==> config.mk <==
export PLATFORM = sky130hd
export DESIGN_NAME = ysyx_22050550_csr_file
export DESIGN_NICKNAME = d
export VERILOG_FILES = /design/src/rtl/ysyx_22050550_csr_file.sv
export SDC_FILE = /design/constraint.sdc
export NUM_CORES = 1
export LEC_CHECK = 0
export CAP_MARGIN = 30
export CELL_PAD_IN_SITES_DETAIL_PLACEMENT = 1
export CELL_PAD_IN_SITES_GLOBAL_PLACEMENT = 1
export CORE_AREA = 2 2 401 403
export DETAILED_ROUTE_END_ITERATION = 8
export DIE_AREA = 0 0 403 405
export GPL_TIMING_DRIVEN = 0
export MAX_ROUTING_LAYER = met4
export PLACE_DENSITY = 0.4
export RECOVER_POWER = 25
export SETUP_SLACK_MARGIN = 0.2
export SYNTH_ARGS = -nofsm -noshare
export SYNTH_HDL_FRONTEND = slang
export SYNTH_SLANG_ARGS = --single-unit
==> constraint.sdc <==
create_clock -name clock -period 1.6 [get_ports clock]
set_input_delay 0.4 -clock clock [delete_from_list [all_inputs] [get_ports clock]]
set_output_delay 0.4 -clock clock [all_outputs]
set_load 0.02 [all_outputs]
==> src/rtl/ysyx_22050550_csr_file.sv <==
// Machine-mode CSR storage and timer-interrupt request/trap-entry sequencer.
// Optional mcycle/minstret counters are built only when YSYX_22050550_MCYCLE_EN is defined.
module ysyx_22050550_csr_file (
  input  logic        clock,
  input  logic        reset,
  input  logic [7:0]  wbcsren,
  input  logic [63:0] wbmepc,
  input  logic [63:0] wbmcause,
  input  logic [63:0] wbmtvec,
  input  logic [63:0] wbmstatus,
  input  logic [63:0] wbmie,
  input  logic [63:0] wbmip,
  input  logic        commit_valid,
  input  logic        mret_commit,
  input  logic        timer_irq,
  input  logic [63:0] irq_epc,
  input  logic        irq_ack,
  output logic [63:0] mepc,
  output logic [63:0] mcause,
  output logic [63:0] mtvec,
  output logic [63:0] mstatus,
  output logic [63:0] mie,
  output logic [63:0] mip,
  output logic        irq_req,
  output logic [63:0] irq_cause,
  output logic [63:0] mcycle,
  output logic [63:0] minstret
);

  localparam logic [63:0] MSTATUS_RESET = 64'h0000_000a_0000_1800;
  localparam logic [63:0] TIMER_CAUSE   = 64'h8000_0000_0000_0007;

  typedef enum logic [1:0] {S_IDLE, S_REQ, S_WAIT} state_t;

  state_t      r_state;
  logic        r_irqReq;
  logic [63:0] r_mepc, r_mcause, r_mtvec, r_mstatus, r_mie, r_mip;
  logic        w_trapCond;
  logic        w_trapEntry;
  logic [63:0] w_trapMstatus;
  logic        w_unused;

  assign w_trapCond  = r_mstatus[3] & r_mie[7] & r_mip[7];
  assign w_trapEntry = (r_state == S_REQ) & irq_ack;

  always_comb begin
    w_trapMstatus        = r_mstatus;
    w_trapMstatus[7]     = r_mstatus[3];
    w_trapMstatus[3]     = 1'b0;
    w_trapMstatus[12:11] = 2'b11;
  end

  // Trap entry owns mepc/mcause/mstatus on the ack edge; mip[7] always mirrors the timer line.
  always_ff @(posedge clock) begin
    if (reset) begin
      r_mepc    <= '0;
      r_mcause  <= '0;
      r_mtvec   <= '0;
      r_mstatus <= MSTATUS_RESET;
      r_mie     <= '0;
      r_mip     <= '0;
    end else begin
      if (w_trapEntry) begin
        r_mepc    <= irq_epc;
        r_mcause  <= TIMER_CAUSE;
        r_mstatus <= w_trapMstatus;
      end else begin
        if (wbcsren[0]) r_mepc    <= wbmepc;
        if (wbcsren[1]) r_mcause  <= wbmcause;
        if (wbcsren[3]) r_mstatus <= wbmstatus;
      end
      if (wbcsren[2]) r_mtvec <= wbmtvec;
      if (wbcsren[4]) r_mie   <= wbmie;
      if (wbcsren[5]) begin
        r_mip[63:8] <= wbmip[63:8];
        r_mip[6:0]  <= wbmip[6:0];
      end
      r_mip[7] <= timer_irq;
    end
  end

  always_ff @(posedge clock) begin
    if (reset) begin
      r_state  <= S_IDLE;
      r_irqReq <= 1'b0;
    end else begin
      case (r_state)
        S_IDLE: begin
          if (w_trapCond) begin
            r_state  <= S_REQ;
            r_irqReq <= 1'b1;
          end
        end
        S_REQ: begin
          if (irq_ack) begin
            r_state  <= S_WAIT;
            r_irqReq <= 1'b0;
          end else if (!w_trapCond) begin
            r_state  <= S_IDLE;
            r_irqReq <= 1'b0;
          end
        end
        S_WAIT: begin
          if (mret_commit) r_state <= S_IDLE;
        end
        default: begin
          r_state  <= S_IDLE;
          r_irqReq <= 1'b0;
        end
      endcase
    end
  end

`ifdef YSYX_22050550_MCYCLE_EN
  logic [63:0] r_mcycle, r_minstret;

  always_ff @(posedge clock) begin
    if (reset) begin
      r_mcycle   <= '0;
      r_minstret <= '0;
    end else begin
      r_mcycle <= r_mcycle + 64'd1;
      if (commit_valid) r_minstret <= r_minstret + 64'd1;
    end
  end

  assign mcycle   = r_mcycle;
  assign minstret = r_minstret;
  assign w_unused = &{1'b0, wbcsren[7:6], wbmip[7]};
`else
  assign mcycle   = '0;
  assign minstret = '0;
  assign w_unused = &{1'b0, wbcsren[7:6], wbmip[7], commit_valid};
`endif

  assign mepc      = r_mepc;
  assign mcause    = r_mcause;
  assign mtvec     = r_mtvec;
  assign mstatus   = r_mstatus;
  assign mie       = r_mie;
  assign mip       = r_mip;
  assign irq_req   = r_irqReq;
  assign irq_cause = r_irqReq ? TIMER_CAUSE : 64'd0;

endmodule
Word level (Yosys, flattened, before mapping)
Index checks and enable logic that the tools add are counted.
{ "word_totals": {"reg_bits": 387, "input_bits": 462} }
{ "classes": {"n_eq_ne": 5, "mux": 16, "n_bitwise": 5, "reduce_logical": 8} }
{ "ops": {"columns": ["op", "n"], "rows": [
  ["two-way mux 64 bit", 5],
  ["two-way mux 8 bit", 2],
  ["two-way mux 2 bit", 4],
  ["one-hot mux 2 bit (3 select lines)", 1],
  ["AND reduction 3 bit", 2],
  ["nonzero test 2 bit", 3],
  ["inequality test 2 bit, second input constant", 2],
  ["bitwise AND 1 bit", 3],
  ["two-way mux 1 bit", 3],
  ["inequality test 3 bit, second input constant", 1],
  ["one-hot mux 1 bit (3 select lines)", 1],
  ["equality test 2 x 1 -> 1 bit, second input constant", 1],
  ["equality test 2 bit, second input constant", 1],
  ["logical NOT 2 bit", 1],
  ["NOT 1 bit", 2],
  ["AND reduction 2 bit", 1],
  ["OR reduction 2 bit", 1]
]} }

Depth between registers and ports, before layout
{ "logic_depth": {"ltp_word": 5, "ltp_mapped": 5, "depth_no_buf": 3} }

Worst setup path after synthesis
No wires, ideal clock.
{ "synth_timing": {"path_kind": "input to register", "start": "in wbcsren[4]", "end": "reg r_mie[10], in the netlist mie[10]", "arrival_ps": 1098, "slack_ps": 385, "path_stages": 4, "path_buffers": 2, "cell_sequence": "buf_2 -> buf_2 -> mux2i_1 -> nor2_1"} }
{ "synth_lines": {"columns": ["item", "line", "rtl"], "rows": [
  ["from (decl)", "6", "input logic [7:0] wbcsren,"],
  ["to (signal assigned)", "73", "if (wbcsren[4]) r_mie <= wbmie;"],
  ["to (decl)", "37", "logic [63:0] r_mepc, r_mcause, r_mtvec, r_mstatus, r_mie, r_mip;"]
]} }

Worst setup path after layout
{ "layout_timing": {"start": "reg r_irqReq, in the netlist irq_req", "end": "out irq_cause[1]"} }
{ "layout_via": {"elab_chain_len": 1} }
{ "layout_rtl": {"columns": ["item", "line", "rtl"], "rows": [
  ["from (decl)", "36", "logic r_irqReq;"],
  ["from (signal assigned)", "85", "r_irqReq <= 1'b0;"],
  ["from (signal assigned)", "91", "r_irqReq <= 1'b1;"],
  ["from (signal assigned)", "97", "r_irqReq <= 1'b0;"],
  ["two-way mux 64 bit", "143", "assign irq_cause = r_irqReq ? TIMER_CAUSE : 64'd0;"],
  ["to (decl)", "25", "output logic [63:0] irq_cause,"]
]} }
No other way between the ends.

==> flow_summary.yaml <==
grt:
  grt_max_degree: 16
  grt_pass1_vias: 16300
  grt_util_all_layers: 0.128
  grt_pass1_wl_um: 140000
  grt_antenna_before_repair: 26
  gr-total-overflow: 0
synthesis:
  synth_cells: 1600
  synth_top_area_cell: "dfxtp_1"
  synth_top_area_frac: 0.485
  yosysSeqAreaShare: 0.485
  netlist_top_cells_count: "dfxtp_1, mux2i_1, nor2_1, buf_4, buf_2"
  synth.most_common_cell: "dfxtp_1"
  synth_edf_count: 0
  ys_async_sr_fraction: 0
  synthFlopType: "dfxtp_1"
  syn_area_um2: 16000
  ys_ff_latch: 387
  ys_top_cells_by_area: "dfxtp_1, mux2i_1, buf_4"
  synth_area_per_cell_um2: 9.99
  yosysWarnings: 0
  synthDistinctLibCells: 24
layout:
  syn_to_final_growth_pct: 105
  stdcell_area_um2: 32700
  fin_nets: 3276
  seq_area_um2: 8280
  multi_input_area_um2: 7410
  fin_cells: 4958
  layout-drive-gt1-share: 0.483
  fillers: 18400
  final_core_util: 0.206
setup_path:
  cp_cell_sequence: "buf_6 -> buf_6"
  critical_path_arrival_ns: 1.33
  reg2reg_depth: 8
  crit_fanout: 6
  worst-path-stages: 2
  worst-setup-path-type: "flop to output port"
  crit_top_cell: "buf_6"
  critPathLaunchType: "flop"
  cp_data_required_time_ns: 1.20
  end_kind: "output port"
  path_buf_inv: 2
  critical_path.max_stage_delay_ns: 0.44
  crit_family: "flip-flops"
  slowest_stage: "dfxtp_4"
routing:
  via_per_inst: 3.16
  drtIter0Drc: 503
  first_pass_iters: 4
  wirelength_um: 107000
  wl_per_cell_um: 21.6
  antenna_left: 0
  dr_total_vias: 15700
  drc_errors: 0
placement:
  port_buffers: 841
  dp_worst_setup_slack_ns: -1.56
  placed_cell_area_um2: 27800
  dp_cells: 4718
  dpl.hpwl_um: 86100
  routabilityCongestion: 0.790
cts:
  cts.sinks: 387
  clk_path_buf_depth: 3
  cts_tree: "built"
  root_buffer: "clkbuf_16"
  cts_buffers: 56
  postCtsHoldBufs: 0
  insertion_delay_ns: 0.65
  h-tree-depth: 2
  path_clk_slew_ns: 0.06
die:
  io_pins: 1039
  initial_core_util: 0.100
  die_y_um: 405
  core_area_um2: 159000
  fp.dieW_um: 403
  fp.dieArea_um2: 163000
  fp-row-count: 147
sta:
  finalSetupViolCount: 44
  final-hold-violation-count: 0
  fin_crit_ns: 1.73
  rsz0062_at_grt: "true"
  fin_tns_setup_ns: -1.43
  fmax_ghz: 0.577
  finClkSkew_ns: 0.0173
  holdWs_ns: 0.203
  slew_viol_final: 0
  maxSlewHeadroom: 0.487
  period_share: 1.08
  setup_slack_ns: -0.133
  tightest_slew_ns: 0.769
worst_hold_path:
  holdPathStages: 3
  hold_class: "input pin to flop"
run_status:
  status: "finished, violations left"
  violations: "setup timing"
power:
  peakVddDrop_v: 0.000749
  powerDensity_nw_per_um2: 908
  p_leak_nw: 14.4
  p_total_mw: 29.7
run:
  drv_cap: 0
[sequential cells by signal (all words and copies together), names as in the netlist]
signal and count:
mie 64, mepc 64, mstatus 64, mtvec 64, r_state 2, irq_req 1
mcause 64, mip 64
[power by group]
part           internal (mW)  total (mW)  switching (mW)
logic                   3.23        6.19            2.96
clock network           7.46        12.8            5.32
registers               10.3        10.8           0.444
total                   21.0        29.7            8.72
[cells by family (layout without fill, tap and decap cells)]
group	count (synthesis)	in the layout	share of synthesized area
muxes	321	321	0.201
AOI/OAI and AO/OA	135	135	0.0538
and+or+nand+nor	446	447	0.135
DFF	387	387	0.485
buffers and inverters	310	1380	0.126
other	1	202	0.000235
[layout by cell type, fill, tap and decap left out, drive strengths merged, types with 2 or more instances in the layout]
cell | netlist | layout
diode | 0 | 14
and3 | 2 | 2
clkbuf | 30 | 121
nand2 | 2 | 2
nand3b | 1 | 2
nor2b | 3 | 3
a211o | 4 | 4
bufinv | 0 | 2
nand4b | 59 | 59
o21ai | 58 | 58
nand2b | 59 | 59
mux2i | 321 | 321
clkdlybuf4s50 | 0 | 449
conb | 1 | 188
a211oi | 65 | 65
buf | 280 | 794
clkinvlp | 0 | 2
dfxtp | 387 | 387
nor2 | 318 | 318
clkinv | 0 | 10
dlygate4sd2 | 0 | 2
a21oi | 6 | 6
[final cells by class]
type                            count  area share
Clock inverter                     14     0.00493
Multi-Input combinational cell   1091       0.226
Buffer                            310      0.0720
Sequential cell                   387       0.253
Clock buffer                       88      0.0511
Tap cell                         2086      0.0797
Antenna cell                       14     0.00107
Timing Repair Buffer              968       0.312
[final timing paths]
path / startpoint / to / slack [ns]
worst min register to register: mstatus[0]$_SDFFE_PP0P_ / mstatus[0]$_SDFFE_PP0P_ / 0.47
worst max-delay path: irq_req$_SDFFE_PP0P_ / irq_cause[1] / -0.13
worst min-delay path: wbcsren[5] / mip[0]$_SDFFE_PP0P_ / 0.20
worst max register to register: r_state[1]$_SDFFE_PP0P_ / mepc[30]$_SDFFE_PP0P_ / 0.11
[layer usage]
layer	wire length, um	track usage	vias up
met2	54900	0.226	561
met5	0	-	-
met4	2040	0.0279	0
met3	8760	0.0433	105
met1	41600	0.139	7521
li1	-	-	7505
[tightest hold or removal path: stages]
cell,delay (ns)
buf_2,0.19
mux2i_1,0.15
nor2_1,0.07
[timing repair]
action / CTS / global route
setup buffers: 63 / 51
endpoints found under the setup margin: 775 / 579
pin swaps: 7 / 10
gates resized for setup: 3073 / 102
gates cloned: 7 / 3
(Power assumes the default switching activity.)
